### src/rtl/dp_ram_if.sv
// Bus bundle for dp_ram: write port, read port and status outputs.
interface dp_ram_if #(
  parameter int DATA_WIDTH = 8,
  parameter int ADDR_WIDTH = 4
);
  logic                    chip_sel;
  logic                    write_enable;
  logic [ADDR_WIDTH-1:0]   wr_addr;
  logic [DATA_WIDTH-1:0]   data_in;
  logic [DATA_WIDTH/8-1:0] byte_en;
  logic                    read_enable;
  logic [ADDR_WIDTH-1:0]   rd_addr;
  logic [DATA_WIDTH-1:0]   data_out;
  logic                    rd_valid;
  logic                    init_busy;

  modport master (
    output chip_sel, write_enable, wr_addr, data_in, byte_en,
           read_enable, rd_addr,
    input  data_out, rd_valid, init_busy
  );

  modport slave (
    input  chip_sel, write_enable, wr_addr, data_in, byte_en,
           read_enable, rd_addr,
    output data_out, rd_valid, init_busy
  );
endinterface

### src/rtl/dp_ram.sv
// Simple-dual-port synchronous RAM with per-byte write enables,
// selectable read-during-write behaviour and a post-reset clear sequencer.
//
// state | meaning
// IDLE  | normal operation, both ports accept accesses
// CLEAR | zeroing mem[clr_cnt] one word per cycle, accesses ignored
module dp_ram #(
  parameter int DATA_WIDTH     = 8,
  parameter int ADDR_WIDTH     = 4,
  parameter int DEPTH          = 2**ADDR_WIDTH,
  parameter int RDW_MODE       = 0,
  parameter int CLEAR_ON_RESET = 1
) (
  input  logic     ck,
  input  logic     rst,
  dp_ram_if.slave  bus
);
  localparam int NB = DATA_WIDTH / 8;
  localparam logic [ADDR_WIDTH:0]   DEPTH_L = (ADDR_WIDTH+1)'(DEPTH);
  localparam logic [ADDR_WIDTH-1:0] LAST    = ADDR_WIDTH'(DEPTH - 1);

  typedef enum logic {IDLE, CLEAR} state_t;

  state_t                state, state_nxt;
  logic [ADDR_WIDTH-1:0] clr_cnt, clr_cnt_nxt;
  logic                  clr_we;

  logic [DATA_WIDTH-1:0] mem [DEPTH];

  logic                  wr_acc, rd_acc;
  logic                  wr_in_range, rd_in_range;
  logic [DATA_WIDTH-1:0] rd_word, rdw_word;

  assign bus.init_busy = (state == CLEAR);
  assign wr_in_range   = {1'b0, bus.wr_addr} < DEPTH_L;
  assign rd_in_range   = {1'b0, bus.rd_addr} < DEPTH_L;
  assign wr_acc = bus.chip_sel & bus.write_enable & ~bus.init_busy & wr_in_range;
  assign rd_acc = bus.chip_sel & bus.read_enable & ~bus.init_busy;
  assign rd_word = mem[bus.rd_addr];

  // Clear sequencer state and address counter.
  always_ff @(posedge ck) begin
    if (rst) begin
      state   <= (CLEAR_ON_RESET != 0) ? CLEAR : IDLE;
      clr_cnt <= '0;
    end else begin
      state   <= state_nxt;
      clr_cnt <= clr_cnt_nxt;
    end
  end

  // Clear sequencer next state: one word per cycle, leave after the last word.
  always_comb begin
    state_nxt   = state;
    clr_cnt_nxt = clr_cnt;
    clr_we      = 1'b0;
    case (state)
      IDLE: ;
      CLEAR: begin
        clr_we      = 1'b1;
        clr_cnt_nxt = clr_cnt + 1'b1;
        if (clr_cnt == LAST) begin
          state_nxt   = IDLE;
          clr_cnt_nxt = '0;
        end
      end
      default: state_nxt = IDLE;
    endcase
  end

  // Read word with same-address write lanes forwarded when new-data mode is chosen.
  always_comb begin
    rdw_word = rd_word;
    for (int i = 0; i < NB; i++) begin
      if ((RDW_MODE != 0) && wr_acc && (bus.wr_addr == bus.rd_addr) && bus.byte_en[i])
        rdw_word[8*i +: 8] = bus.data_in[8*i +: 8];
    end
  end

  // Array update: clear sequencer has the port while busy, otherwise masked writes.
  always_ff @(posedge ck) begin
    if (clr_we && !rst) begin
      mem[clr_cnt] <= '0;
    end else if (wr_acc) begin
      for (int i = 0; i < NB; i++) begin
        if (bus.byte_en[i])
          mem[bus.wr_addr][8*i +: 8] <= bus.data_in[8*i +: 8];
      end
    end
  end

  // Registered read port; out-of-range addresses read as zero.
  always_ff @(posedge ck) begin
    if (rst) begin
      bus.data_out <= '0;
      bus.rd_valid <= 1'b0;
    end else begin
      bus.rd_valid <= rd_acc;
      if (rd_acc)
        bus.data_out <= rd_in_range ? rdw_word : '0;
    end
  end
endmodule

### src/flat_wrapper.sv
// flat-port wrapper written by rule: the top's interface ports become plain ports
module dp_ram_flat 
#(
  parameter int DATA_WIDTH     = 8,
  parameter int ADDR_WIDTH     = 4,
  parameter int DEPTH          = 2**ADDR_WIDTH,
  parameter int RDW_MODE       = 0,
  parameter int CLEAR_ON_RESET = 1
)
  (ck, rst, bus_chip_sel, bus_write_enable, bus_wr_addr, bus_data_in, bus_byte_en, bus_read_enable, bus_rd_addr, bus_data_out, bus_rd_valid, bus_init_busy);
  dp_ram_if #(.DATA_WIDTH(DATA_WIDTH), .ADDR_WIDTH(ADDR_WIDTH)) bus_i ();
  input  logic ck;
  input  logic rst;
  input wire logic [$bits(bus_i.chip_sel)-1:0] bus_chip_sel;
  input wire logic [$bits(bus_i.write_enable)-1:0] bus_write_enable;
  input wire logic [$bits(bus_i.wr_addr)-1:0] bus_wr_addr;
  input wire logic [$bits(bus_i.data_in)-1:0] bus_data_in;
  input wire logic [$bits(bus_i.byte_en)-1:0] bus_byte_en;
  input wire logic [$bits(bus_i.read_enable)-1:0] bus_read_enable;
  input wire logic [$bits(bus_i.rd_addr)-1:0] bus_rd_addr;
  output wire logic [$bits(bus_i.data_out)-1:0] bus_data_out;
  output wire logic [$bits(bus_i.rd_valid)-1:0] bus_rd_valid;
  output wire logic [$bits(bus_i.init_busy)-1:0] bus_init_busy;
  assign bus_i.chip_sel = bus_chip_sel;
  assign bus_i.write_enable = bus_write_enable;
  assign bus_i.wr_addr = bus_wr_addr;
  assign bus_i.data_in = bus_data_in;
  assign bus_i.byte_en = bus_byte_en;
  assign bus_i.read_enable = bus_read_enable;
  assign bus_i.rd_addr = bus_rd_addr;
  assign bus_data_out = bus_i.data_out;
  assign bus_rd_valid = bus_i.rd_valid;
  assign bus_init_busy = bus_i.init_busy;
  dp_ram #(.DATA_WIDTH(DATA_WIDTH), .ADDR_WIDTH(ADDR_WIDTH), .DEPTH(DEPTH), .RDW_MODE(RDW_MODE), .CLEAR_ON_RESET(CLEAR_ON_RESET)) u_core (.ck(ck), .rst(rst), .bus(bus_i));
endmodule
### config.mk
export PLATFORM = sky130hd
export DESIGN_NAME = dp_ram_flat
export DESIGN_NICKNAME = d
export VERILOG_FILES = /design/src/rtl/dp_ram_if.sv /design/src/rtl/dp_ram.sv /design/src/flat_wrapper.sv
export SDC_FILE = /design/constraint.sdc
export NUM_CORES = 1
export LEC_CHECK = 0
export CORE_ASPECT_RATIO = 0.8
export CORE_MARGIN = 3
export CORE_UTILIZATION = 59
export DETAILED_ROUTE_END_ITERATION = 12
export PLACE_DENSITY_LB_ADDON = 0.3
export SYNTH_ARGS = -nofsm -noshare
export SYNTH_HDL_FRONTEND = slang
export SYNTH_SLANG_ARGS = --single-unit
export TNS_END_PERCENT = 5
### constraint.sdc
create_clock -name ck -period 2.2 [get_ports ck]
set_clock_uncertainty 0.1 [all_clocks]
set_input_delay 0.44 -clock ck [delete_from_list [all_inputs] [get_ports ck]]
set_output_delay 0.44 -clock ck [all_outputs]
set_load 0.02 [all_outputs]
Yosys cells after proc, flatten, opt, wreduce, memory -nomap -nowiden
Memory sizes are Yosys's and may differ from the RTL's. A register that Yosys moved wholly into a read port is not among the register bits.
Cells that the tools add are included.
Widths: inputs -> output; s select.
{"block": "op_classes", "bitwise_logic": 5, "addsub": 1, "eq_ne": 1, "n_reduce_logical": 3, "mux": 13}
{"cell": "$mux 1", "n": 10}
{"cell": "$mux 4", "n": 2}
{"cell": "$mux 8", "n": 1}
{"cell": "$reduce_or 8->1", "n": 1}
{"cell": "$add 4x1->4 const B", "n": 1}
{"cell": "$and 1x1->1", "n": 4}
{"cell": "$eq 4x4->1 const B", "n": 1}
{"cell": "$logic_and 1x1->1", "n": 1}
{"cell": "$logic_not 1->1", "n": 1}
{"cell": "$not 1->1", "n": 1}
{"block": "word_totals", "wordCells": 27, "input_bits": 22, "output_inout_bits": 10, "n_memories": 1, "ff_bits": 6, "ram_bits": 128}
{"memory": "u_core.mem", "depth": 16, "width": 8, "read_ports": 1, "rd_clocked_by_memory_dff": 1, "wr": 1, "line": "dp_ram.sv:28", "text": "logic [DATA_WIDTH-1:0] mem [DEPTH];"}

Depth between registers and ports, before layout
{"block": "depth", "word_depth": 7, "ltp_mapped": 7, "depth_no_buf": 4}

Worst setup path before layout
OpenSTA, ideal clock, no wires.
{"block": "synth_timing", "path_type": "reg-to-reg", "start": "reg u_core.state (netlist: u_core.bus.init_busy)", "end": "mem u_core.mem[1][0] (enable)", "setup_slack_ns": 0.067, "period_less_slack_ns": 2.133, "setup_ns": 0.370, "t_arrival_ns": 1.663, "n_path_buf": 2, "t_required_ns": 1.730, "path_stages_with_launch": 7, "cell_sequence": "dfxtp_1 -> buf_2 -> and4b_1 -> buf_2 -> nor3b_1 -> a31oi_1 -> nor2_1"}
{"block": "synth_between", "elab_chain_len": 7, "elab_cells_between_ends": 12, "classes_between": "mux: 8; bitwise: 2; reduce/logical: 2"}
{"item": "from (decl)", "line": "dp_ram.sv:24", "text": "state_t state, state_nxt;"}
{"item": "from (signal assigned)", "line": "dp_ram.sv:44", "text": "state <= (CLEAR_ON_RESET != 0) ? CLEAR : IDLE;"}
{"item": "from (signal assigned)", "line": "dp_ram.sv:47", "text": "state <= state_nxt;"}
{"item": "$not 1->1", "line": "dp_ram.sv:37", "text": "assign wr_acc = bus.chip_sel & bus.write_enable & ~bus.init_busy & wr_in_range;"}
{"item": "$and 1x1->1", "line": "dp_ram.sv:37"}
{"item": "$mux 1", "line": "dp_ram.sv:84", "text": "end else if (wr_acc) begin"}
{"item": "$mux 1", "line": "dp_ram.sv:82", "text": "if (clr_we && !rst) begin"}
{"item": "$mux 1 (not written as such)", "line": "dp_ram.sv:87", "text": "mem[bus.wr_addr][8*i +: 8] <= bus.data_in[8*i +: 8];"}
{"item": "$reduce_or 8->1 (no line)"}
{"item": "$mux 4 (no line) or $mux 1 (tied branches)"}
{"item": "to (decl)", "line": "dp_ram.sv:28"}
Several ways; a longest one is shown, not always the timed one.

Worst setup path in the final report
{"block": "layout_timing", "start": "in bus_chip_sel", "end": "mem u_core.mem[1][0] (enable)"}
{"block": "layout_between", "elab_chain_len": 7, "elab_cells_between_ends": 8, "classes_between": "mux: 5; bitwise: 2; reduce/logical: 1"}
{"item": "from (decl)", "line": "flat_wrapper.sv:14", "text": "input wire logic [$bits(bus_i.chip_sel)-1:0] bus_chip_sel;"}
{"item": "$and 1x1->1 (*) (2 in series)", "line": "dp_ram.sv:37"}
{"item": "$mux 1 (*)", "line": "dp_ram.sv:84"}
{"item": "$mux 1 (*)", "line": "dp_ram.sv:82"}
{"item": "$mux 1 (not written as such) (*)", "line": "dp_ram.sv:87"}
{"item": "$reduce_or 8->1 (no line)"}
{"item": "$mux 4 (no line) or $mux 1 (tied branches)"}
Every way passes the cells marked *; elsewhere a longest branch is shown, timed or not.

==> results.yml <==
timing:
  timing.fmax_mhz: 487
  setup-violations-final: 0
  timing.hold.ws_ps: 375
  setup_repair_after_global_routing_missed_its_margin: "no"
  period_needed_ps: 2050
  worstMarginPinSlew_ps: 726
  hold_viol: 0
  period_share_pct: 93.4
  finalMaxSlewViolations: 0
  slew_headroom_pct: 51.6
  setup_ws_ps: 146
logic_synthesis:
  synthTopCellsByCount: "sky130_fd_sc_hd__edfxtp_1, sky130_fd_sc_hd__mux2i_1, sky130_fd_sc_hd__nor2_1, sky130_fd_sc_hd__mux4_2, sky130_fd_sc_hd__dfxtp_1"
  ys_dominant_reg_cell: "sky130_fd_sc_hd__edfxtp_1"
  async_flop_share_pct: 0
  synth_fp_nets: 334
  yosys.area.top_type: "sky130_fd_sc_hd__edfxtp_1"
  post_synthesis_xor_xnor_area_fraction_pct: 0.154
  synth_edf_count: 128
  seq_area_frac_synth_pct: 72.7
  synth_most_common_cell: "sky130_fd_sc_hd__edfxtp_1"
  ys_types: 38
  largest_family_of_logic_cells_by_synthesized_area: "multiplexers"
  postSynthRegisterBits: 142
  post_synth_fa_ha_maj_area_fraction_pct: 0.221
  synth.mux.area_fraction_pct: 14.2
  synthTopCellsByArea: "sky130_fd_sc_hd__edfxtp_1, sky130_fd_sc_hd__mux4_2, sky130_fd_sc_hd__dfxtp_1"
  synthesized_area_sq_um: 5670
  compound_gate_fraction_of_synth_area_pct: 4.56
  syn_area_per_cell_sq_um: 18.2
  yosysWarnings: 0
  syn_inst: 311
  synthSimpleGateAreaFrac_pct: 5.84
  synth_top_area_share_pct: 67.7
global_routing:
  grt_pass1_wl_um: 17700
  gr-usage-all-layers_pct: 23.5
  overflow: 0
  grt_max_degree: 29
  vias_in_the_first_global_route: 3101
  initial_antenna_violation_count: 0
final_layout:
  final_cell_area_sq_um: 6820
  layout-area-overhead-vs-synth_pct: 20.1
  layout.cells.non_filler: 502
  finish.net_count: 398
  antenna_cells_inserted: 0
  n_fill_cell: 527
  drive_above_1_share_pct: 22.2
place:
  detailed_place.area_sq_um: 6260
  dp.final_hpwl_um: 7310
  number_of_cells_in_the_design_after_placement: 471
  placement.io_buffers: 31
  place_congestion: 0.860
  dp_worst_setup_slack_ps: -211
power:
  powerDensity_nw_per_um2: 866
  static_leakage_nw: 2.58
  peakVddDrop_v: 0.000844
  power.total_mw: 5.91
critical_path:
  path_common_cell: "sky130_fd_sc_hd__buf_4"
  critical_path.startpoint: "bus_chip_sel"
  capturing_element_type_of_the_critical_path: "flop"
  worst-endpoint-required_ps: 2270
  critical_path.slowest_cell: "sky130_fd_sc_hd__clkdlybuf4s50_1"
  timing.critical_path.slowest_cell_delay_ps: 470
  critical_path_launch_point_type: "input port"
  cp_max_fo: 8
  worstPathCellList: "clkdlybuf4s50_1 -> and4b_1 -> buf_4 -> nor3b_1 -> a31oi_1 -> nor2_1 -> buf_4"
  worst_r2r_startpoint: "u_core.bus.init_busy"
  critPathKind: "in -> reg"
  crit_arrival_ps: 2120
detailed_routing:
  avgViaCountPerCell: 6.11
  drt_drc_violations_left: 0
  first_iter_violations: 346
  wire_per_inst_um: 22.9
  routed_wl_um: 11500
  drt_pre_antenna_iters: 6
  ant_nets: 0
  via_count: 3069
clock_tree:
  post_cts.repair.setup_buffers: 0
  post_cts_hold_buffer_count: 0
  cts.reportedPaths.clkPinSlew_ps: 60
  clock-sinks: 142
  clk_latency_ps: 410
  cts_tree: "built"
  cts-buffers-inserted: 17
  clk_root_buffer_cell: "sky130_fd_sc_hd__clkbuf_16"
  ctsLongestPathBuffers: 2
  post_cts.resized_instances: 0
  h_tree_lvls: 4
floorplanning:
  fp.dieArea_sq_um: 10800
  ioPinCount: 32
  rows: 31
  fp.dieW_um: 116
  dieHeight_um: 93.7
  start_util_pct: 61.7
  core_area_sq_um: 9190
run_status:
  status: "completed"
hold_path:
  timing.hold.worst.start: "u_core.bus.data_out[2]"
  hold_path.class: "reg -> reg"
job:
  drv_cap: 0
## critical path: cells and delay by family
family          cells  cell delay [ps]
compound gates      1              430
buf+inv             3              840
simple gates        3              400
## flip-flops by register name, indices dropped and copies added, names as in the netlist
register / flops
u_core.mem: 128
u_core.bus.data_out: 8
u_core.clr_cnt: 4
u_core.bus.init_busy: 1
u_core.bus.rd_valid: 1
## per-layer routing
metal  share of wire (%)  track usage, %  vias to the layer above
met5                   0               0                        -
met1                  46            34.7                     1560
met2                  46            33.6                      111
li1                    -               -                     1374
met3                 5.5            5.99                       24
met4                 2.6            10.2                        0
## worst paths after layout
check                           endpoint  slack [ps]  cells after the start
setup / recovery        u_core.mem[1][0]         150                      7
hold / removal    u_core.bus.data_out[2]         370                      2
setup reg to reg        u_core.mem[1][0]         260                      6
hold reg to reg   u_core.bus.data_out[2]         370                      2
## through the flow
step                      utilization, %  TNS [ps]
after floorplan                        -         0
after global placement              68.1    -18740
after detailed placement            68.1    -33410
after CTS                           74.2         0
after global routing                74.2         0
final                               74.2         0
## power breakdown
group	total [mW]	switching (mW)	internal, mW
Combinational	0.270	0.137	0.133
Clock	2.69	1.05	1.64
Sequential	2.95	0.0155	2.93
## cells in the final DEF, fill, tap and decap left out, types with 9 or more instances in the layout
cell type,n
sky130_fd_sc_hd__dfxtp_1,14
sky130_fd_sc_hd__buf_4,27
sky130_fd_sc_hd__edfxtp_1,128
sky130_fd_sc_hd__and2_1,9
sky130_fd_sc_hd__nand2b_1,9
sky130_fd_sc_hd__mux4_2,20
sky130_fd_sc_hd__clkbuf_16,17
sky130_fd_sc_hd__nor2_1,23
sky130_fd_sc_hd__clkdlybuf4s50_1,29
sky130_fd_sc_hd__mux2i_1,25
## cell families (layout without fill, tap and decap cells)
group	Yosys count	count (layout)
adder cells (fa/ha/maj)	1	1
XOR/XNOR	1	1
AO/OA/AOI/OAI	38	38
multiplexers	49	49
flip-flops	142	142
AND/OR/NAND/NOR	60	60
buffers and inverters	20	96
## cell type report
type                       instances  area (sq um)  area share [%]
clock buffer                      17           425            6.24
clock inverter                    14           128            1.87
inverter                           4          15.0           0.220
tap                              115           144            2.11
timing repair buffer              61           563            8.26
sequential                       142          4120            60.5
multi-input combinational        149          1420            20.8
Power figures use the tool's default switching activity.
